$ cat src/rtl/blink_monitor.sv
// Blink-signal monitor: measures constant-level run lengths of sig_in, flags lock and stuck.
// Define BLINK_MONITOR_SYNC_EN for a two-flop input synchronizer (default: single input register).
module blink_monitor #(
  parameter int CNT_W = 8,
  parameter int TOL   = 1
) (
  input  logic             clk,
  input  logic             rst,
  input  logic             sig_in,
  output logic [CNT_W-1:0] period,
  output logic             period_vld,
  output logic             locked,
  output logic             stuck
);

  localparam logic [2:0] IDLE    = 3'd0;
  localparam logic [2:0] ARMED   = 3'd1;
  localparam logic [2:0] MEASURE = 3'd2;
  localparam logic [2:0] LOCKED  = 3'd3;
  localparam logic [2:0] STUCK   = 3'd4;

  localparam logic [CNT_W-1:0] CNT_MAX = {CNT_W{1'b1}};
  localparam logic [CNT_W-1:0] CNT_ONE = CNT_W'(1);
  localparam logic [CNT_W:0]   TOL_W   = (CNT_W+1)'(TOL);

  logic             s_reg;
  logic             s_d_reg;
  logic             edge_det;
  logic [2:0]       state_reg, state_next;
  logic [CNT_W-1:0] cnt_reg, cnt_next;
  logic [CNT_W-1:0] prev_reg, prev_next;
  logic [CNT_W-1:0] period_reg, period_next;
  logic             vld_reg, vld_next;
  logic             locked_reg, stuck_reg;
  logic [CNT_W:0]   run_diff;
  logic             run_match;

`ifdef BLINK_MONITOR_SYNC_EN
  logic meta_reg;

  always_ff @(posedge clk or negedge rst) begin
    if (!rst) begin
      meta_reg <= 1'b0;
      s_reg    <= 1'b0;
    end else begin
      meta_reg <= sig_in;
      s_reg    <= meta_reg;
    end
  end
`else
  always_ff @(posedge clk or negedge rst) begin
    if (!rst) s_reg <= 1'b0;
    else      s_reg <= sig_in;
  end
`endif

  always_ff @(posedge clk or negedge rst) begin
    if (!rst) s_d_reg <= 1'b0;
    else      s_d_reg <= s_reg;
  end

  assign edge_det = s_reg ^ s_d_reg;

  // Widened by one bit so the absolute difference never wraps.
  always_comb begin
    if (cnt_reg >= prev_reg) run_diff = {1'b0, cnt_reg} - {1'b0, prev_reg};
    else                     run_diff = {1'b0, prev_reg} - {1'b0, cnt_reg};
  end

  assign run_match = (run_diff <= TOL_W);

  always_comb begin
    state_next  = state_reg;
    prev_next   = prev_reg;
    period_next = period_reg;
    vld_next    = 1'b0;
    if (edge_det)               cnt_next = CNT_ONE;
    else if (cnt_reg == CNT_MAX) cnt_next = cnt_reg;
    else                        cnt_next = cnt_reg + 1'b1;

    case (state_reg)
      IDLE: begin
        if (edge_det) state_next = ARMED;
      end
      ARMED, MEASURE, LOCKED: begin
        // An edge on the saturating cycle is still a valid full-scale run.
        if (edge_det) begin
          vld_next    = 1'b1;
          period_next = cnt_reg;
          prev_next   = cnt_reg;
          if (state_reg == ARMED) state_next = MEASURE;
          else                    state_next = run_match ? LOCKED : MEASURE;
        end else if (cnt_reg == CNT_MAX) begin
          state_next = STUCK;
        end
      end
      STUCK: begin
        if (edge_det) begin
          state_next = ARMED;
          prev_next  = '0;
        end
      end
      default: state_next = IDLE;
    endcase
  end

  always_ff @(posedge clk or negedge rst) begin
    if (!rst) begin
      state_reg  <= IDLE;
      cnt_reg    <= '0;
      prev_reg   <= '0;
      period_reg <= '0;
      vld_reg    <= 1'b0;
      locked_reg <= 1'b0;
      stuck_reg  <= 1'b0;
    end else begin
      state_reg  <= state_next;
      cnt_reg    <= cnt_next;
      prev_reg   <= prev_next;
      period_reg <= period_next;
      vld_reg    <= vld_next;
      locked_reg <= (state_next == LOCKED);
      stuck_reg  <= (state_next == STUCK);
    end
  end

  assign period     = period_reg;
  assign period_vld = vld_reg;
  assign locked     = locked_reg;
  assign stuck      = stuck_reg;

endmodule

$ cat config.mk
export PLATFORM = sky130hd
export DESIGN_NAME = blink_monitor
export DESIGN_NICKNAME = d
export VERILOG_FILES = /design/src/rtl/blink_monitor.sv
export SDC_FILE = /design/constraint.sdc
export NUM_CORES = 1
export LEC_CHECK = 0
export ABC_AREA = 1
export CAP_MARGIN = 10
export CORE_MARGIN = 10
export CORE_UTILIZATION = 60
export DETAILED_ROUTE_END_ITERATION = 7
export PLACE_DENSITY_LB_ADDON = 0.2
export SLEW_MARGIN = 5
export SYNTH_ARGS = -nofsm -noshare
export SYNTH_HDL_FRONTEND = slang
export SYNTH_SLANG_ARGS = --single-unit
$ cat constraint.sdc
create_clock -name clk -period 5.2 [get_ports clk]
set_clock_uncertainty 0.2 [all_clocks]
set_input_delay 1.04 -clock clk [delete_from_list [all_inputs] [get_ports clk]]
set_output_delay 1.04 -clock clk [all_outputs]
set_load 0.05 [all_outputs]
[Yosys cells after proc, flatten, opt, wreduce, memory -nomap -nowiden]
Cells that the tools add are included.
Word-level totals
  flip-flop bits (word level): 32
  input port bits: 3
  output and inout bits: 11
  word-level logic and storage cells: 45
Cells by class
  $add $sub $neg: 3
  magnitude comparators: 2
  equal/unequal tests: 10
  multiplexer cells: 14
  bitwise operators: 1
  reduce and logical (&&, ||, !) cells: 6
Operators with widths (number)
  $mux 8: 4
  $sub 8x8->9: 2
  $pmux 8 s2: 1
  $eq 3x2->1 const B: 3
  $le 9x1->1 const B: 1
  $mux 3: 3
  $mux 9: 1
  $add 8x1->8 const B: 1
  $eq 8x8->1 const B: 1
  $ge 8x8->1: 1
  $eq 3x3->1 const B: 2
  $ne 2x2->1 const B: 3
  $pmux 3 s2: 1
  $mux 1: 4
  $eq 3x1->1 const B: 1
  $logic_not 3->1: 1
  $reduce_and 3->1: 1
  $reduce_or 3->1: 1
  $reduce_and 2->1: 1
  $reduce_bool 2->1: 1
  $reduce_or 2->1: 1
  $xor 1x1->1: 1

[Longest topological paths before layout]
  word-level depth: 8
  depth in mapped cells: 19

[Least setup slack after synthesis]
Ideal clock, no wire load.
  path kind: reg-to-reg
  start: register cnt_reg[0]
  end: register locked_reg, in the netlist locked
  setup time: 73 ps
  data arrival time: 1989 ps
  required time: 4927 ps
  path slack: 2937 ps
  cell stages (with the launch flop): 17
  path through: dfrtp_1 inv_1 ha_1 inv_1 fa_1 or2_0 a21oi_1 o21ai_1 inv_1 nand2_1 nand2_1 nand3_1 nor2_1 nand2_1 nand2_1 nand2_2 a21oi_2
Between the ends
  cells in the longest elaborated chain, start to end: 8
  elaborated cells between the ends (all ways): 12
RTL lines
  start, declared: line 30  | logic [CNT_W-1:0] cnt_reg, cnt_next;
  start signal, assigned: line 118  | cnt_reg <= cnt_next;
  $sub 8x8->9 (tied with other cells): line 67  | else run_diff = {1'b0, prev_reg} - {1'b0, cnt_reg};
  $mux 9: line 66  | if (cnt_reg >= prev_reg) run_diff = {1'b0, cnt_reg} - {1'b0, prev_reg};
  $le 9x1->1: line 70  | assign run_match = (run_diff <= TOL_W);
  $mux 1: line 92  | else state_next = run_match ? LOCKED : MEASURE;
  $mux 1: line 91  | if (state_reg == ARMED) state_next = MEASURE;
  $mux 3 (*): line 87  | if (edge_det) begin
  $pmux 3 s2 (*): line 81  | case (state_reg)
  $eq 3x2->1 (*): line 122  | locked_reg <= (state_next == LOCKED);
  end signal, assigned: line 122
  end, declared: line 34  | logic locked_reg, stuck_reg;
Mark *: on every way between the ends. The rest lies on a longest branch, timed or not.
A chain may end at the register's enable or synchronous reset.

[Worst setup path after layout]
  start: register period_reg[3], in the netlist period[3]
  end: output port period[3]
RTL lines
  start, declared: line 32  | logic [CNT_W-1:0] period_reg, period_next;
  start signal, assigned: line 120  | period_reg <= period_next;
  end, declared: line 10  | output logic [CNT_W-1:0] period,
No word-level cell between the ends.

==> metrics <==
RSZ-0062 raised after global routing=false; cts hold-fix bufs=0; H-tree depth=2; maximum clock rate=365 MHz; YS warnings=0; clock sinks=32; area grow syn2layout=10.5%; io pins=14; 1st-iter DRT viols=127; Buf/Inv on CP=1; global route total overflow=0; Die Span Y=80.1 um; CP delay by family, top=buffers and inverters; clock latency on the worst-skew pair=0.32 ns; Leak=1.27 nW; count of final setup violators=0; worst-path maximum fanout=2; required time worst endpoint=3.96 ns; CP Class=reg2out; First-pass DRT Iterations=4; first-pass GRT wire length=8.29 mm; setup_tns=0 ns; Peak VDD IR=0.230 mV; CTS tree=done; dpl ws=2.76 ns; post-synthesis sequential area ratio=37.0%; HP Class=reg2reg; Critical Path Sink Type=output port; Routed WL=4.60 mm; CTS resizes=0; Synth Instances=299; postcts setup bufs=0; Layout fillers=290; Seq cells post-synth=32; Slowest-stage cell, CP=clkdlybuf4s50_1; I/O Buffers=13; final slew viol count=0; Synthesized Nets=321; row cnt=21; initial antenna violation count=0; Via density=5.20; Detail Route Antenna Nets=0; CTS Buffer Depth=2; Core ar.=0.00342 mm2; Critical Path AT=1.50 ns; relative slew slack=41.4%; actual slew at the worst max-slew pin=0.876 ns; HPWL Detailed=3.71 mm; Area contributors post-synth=dfrtp_1, nand2_1, ha_1; Routability Congestion=0.945; CTS Buf Count=5; mapped cell area=0.00216 mm2; final worst slack=2.46 ns; Chip Width=80.1 um; setup slack, reg-to-reg=2.74 ns; Synth cell types=30; largest net degree at the start of global routing=33; power density cells=372 mW/mm2; final hold vios=0; Synth Area per Inst=7.24 um2; total power=0.000890 W; Initial Util=63.4%; CP Launch Type=register; period utilization=52.7%; Finished Core Util=70.0%; status=completed; Nets=339; Yosys top cell by area=dfrtp_1; Antenna diodes=0; area share of the largest cell type after synthesis=37.0%; die area=0.00641 mm2; CTS root buffer=clkbuf_4; vias=1,891; clock-pin slew on the worst setup and hold paths=0.09 ns; crit path cell chain=clkdlybuf4s50_1; WL per Instance=12.6 um; number of global-route vias before repair=1,830; Remaining DRCs=0; share of layout cells above drive strength 1=7.86%; Total Routing Usage GR=16.2%; Min Clock Period, post-route=2.74 ns; slowest stage delay, CP=0.81 ns; Max Cap Viol=0
[cells in the mapped netlist]
cell,n
clkbuf_1,1
nand4_1,3
a31oi_1,2
ha_1,17
nor2_4,1
xor2_1,1
nand2_2,8
or2_0,1
o21ai_1,3
nand2_1,91
dfrtp_1,32
nor3_1,2
a21oi_1,15
buf_6,2
inv_1,50
xnor2_1,1
nor2_1,16
o22ai_1,2
nor2_2,1
fa_1,2
nand3_1,23
o21a_1,1
nor4_1,1
a211oi_1,1
o21ai_0,14
inv_2,3
a21oi_2,2
nor3_2,1
nand3_2,1
clkinv_2,1
[routing by layer]
metal  vias to the layer above  track usage, %  part of all wire, %
met5                         -               0                    0
met3                         6            4.12                  4.8
met1                       866            21.0                   49
met2                        43            24.6                   45
li1                        976               -                    -
met4                         0            7.22                  2.0
[where the power goes]
group	internal (W)	switching, W	total [W]
sequential	0.000273	0.0000193	0.000292
combinational	0.000161	0.000295	0.000456
clock	0.0000666	0.0000752	0.000142
total	0.000500	0.000390	0.000890
[cell families after synthesis]
logic type | count (synthesis) | share of synthesized area (%)
adder cells (fa/ha/maj) | 19 | 11.7
AO/OA/AOI/OAI | 40 | 10.1
XOR/XNOR | 2 | 0.809
flip-flops | 32 | 37.0
AND/OR/NAND/NOR | 149 | 29.8
buffers and inverters | 57 | 10.6
[worst paths after layout]
path,startpoint,to,cells past startpoint
worst min-delay path,s_reg$_DFF_PN0_,s_d_reg$_DFF_PN0_,0
min in group asynchronous,rst,prev_reg[2]$_DFFE_PN0P_,2
worst max register to register,cnt_reg[0]$_DFFE_PN0P_,locked$_DFF_PN0_,16
worst max-delay path,period[3]$_DFFE_PN0P_,period[3],1
worst min register to register,s_reg$_DFF_PN0_,s_d_reg$_DFF_PN0_,0
max in group asynchronous,rst,period[7]$_DFFE_PN0P_,2
[per-stage QoR]
stage / cells / hold slack, ns / cell area [um2]
6_report: 364 / 0.213 / 2390
3_5_place_dp: 356 / 0.193 / 2330
3_3_place_gp: 356 / 0.182 / 2330
2_1_floorplan: 299 / 0.173 / 2160
4_1_cts: 364 / 0.213 / 2390
5_1_grt: 364 / 0.219 / 2390
[cell type report]
cell class,count,area (um2),share of cell area [%]
well taps,46,57.6,2.41
repair buffers,14,138,5.75
flip-flops and latches,32,801,33.5
clock buffers,8,58.8,2.46
multi-input cells,210,1130,47.4
inverters,54,204,8.53
[layout by cell type (no fill, tap or decap)]
master,netlist,routed
clkinv_2,1,1
a211oi_1,1,1
dfrtp_1,32,32
a31oi_1,2,2
nor2_4,1,1
fa_1,2,2
nand3_1,23,23
nor3_1,2,2
o21ai_1,3,3
inv_2,3,3
nor4_1,1,1
clkbuf_1,1,2
or2_0,1,1
o21ai_0,14,14
nand2_1,91,91
buf_4,0,1
o22ai_1,2,2
inv_1,50,50
nor3_2,1,1
xnor2_1,1,1
xor2_1,1,1
nand2_2,8,8
nor2_2,1,1
nor2_1,16,16
a21oi_1,15,15
o21a_1,1,1
clkbuf_4,0,5
nand4_1,3,3
a21oi_2,2,2
clkdlybuf4s50_1,0,13
nand3_2,1,1
ha_1,17,17
clkbuf_8,0,1
Note: power is estimated with default switching activity, not from simulation.
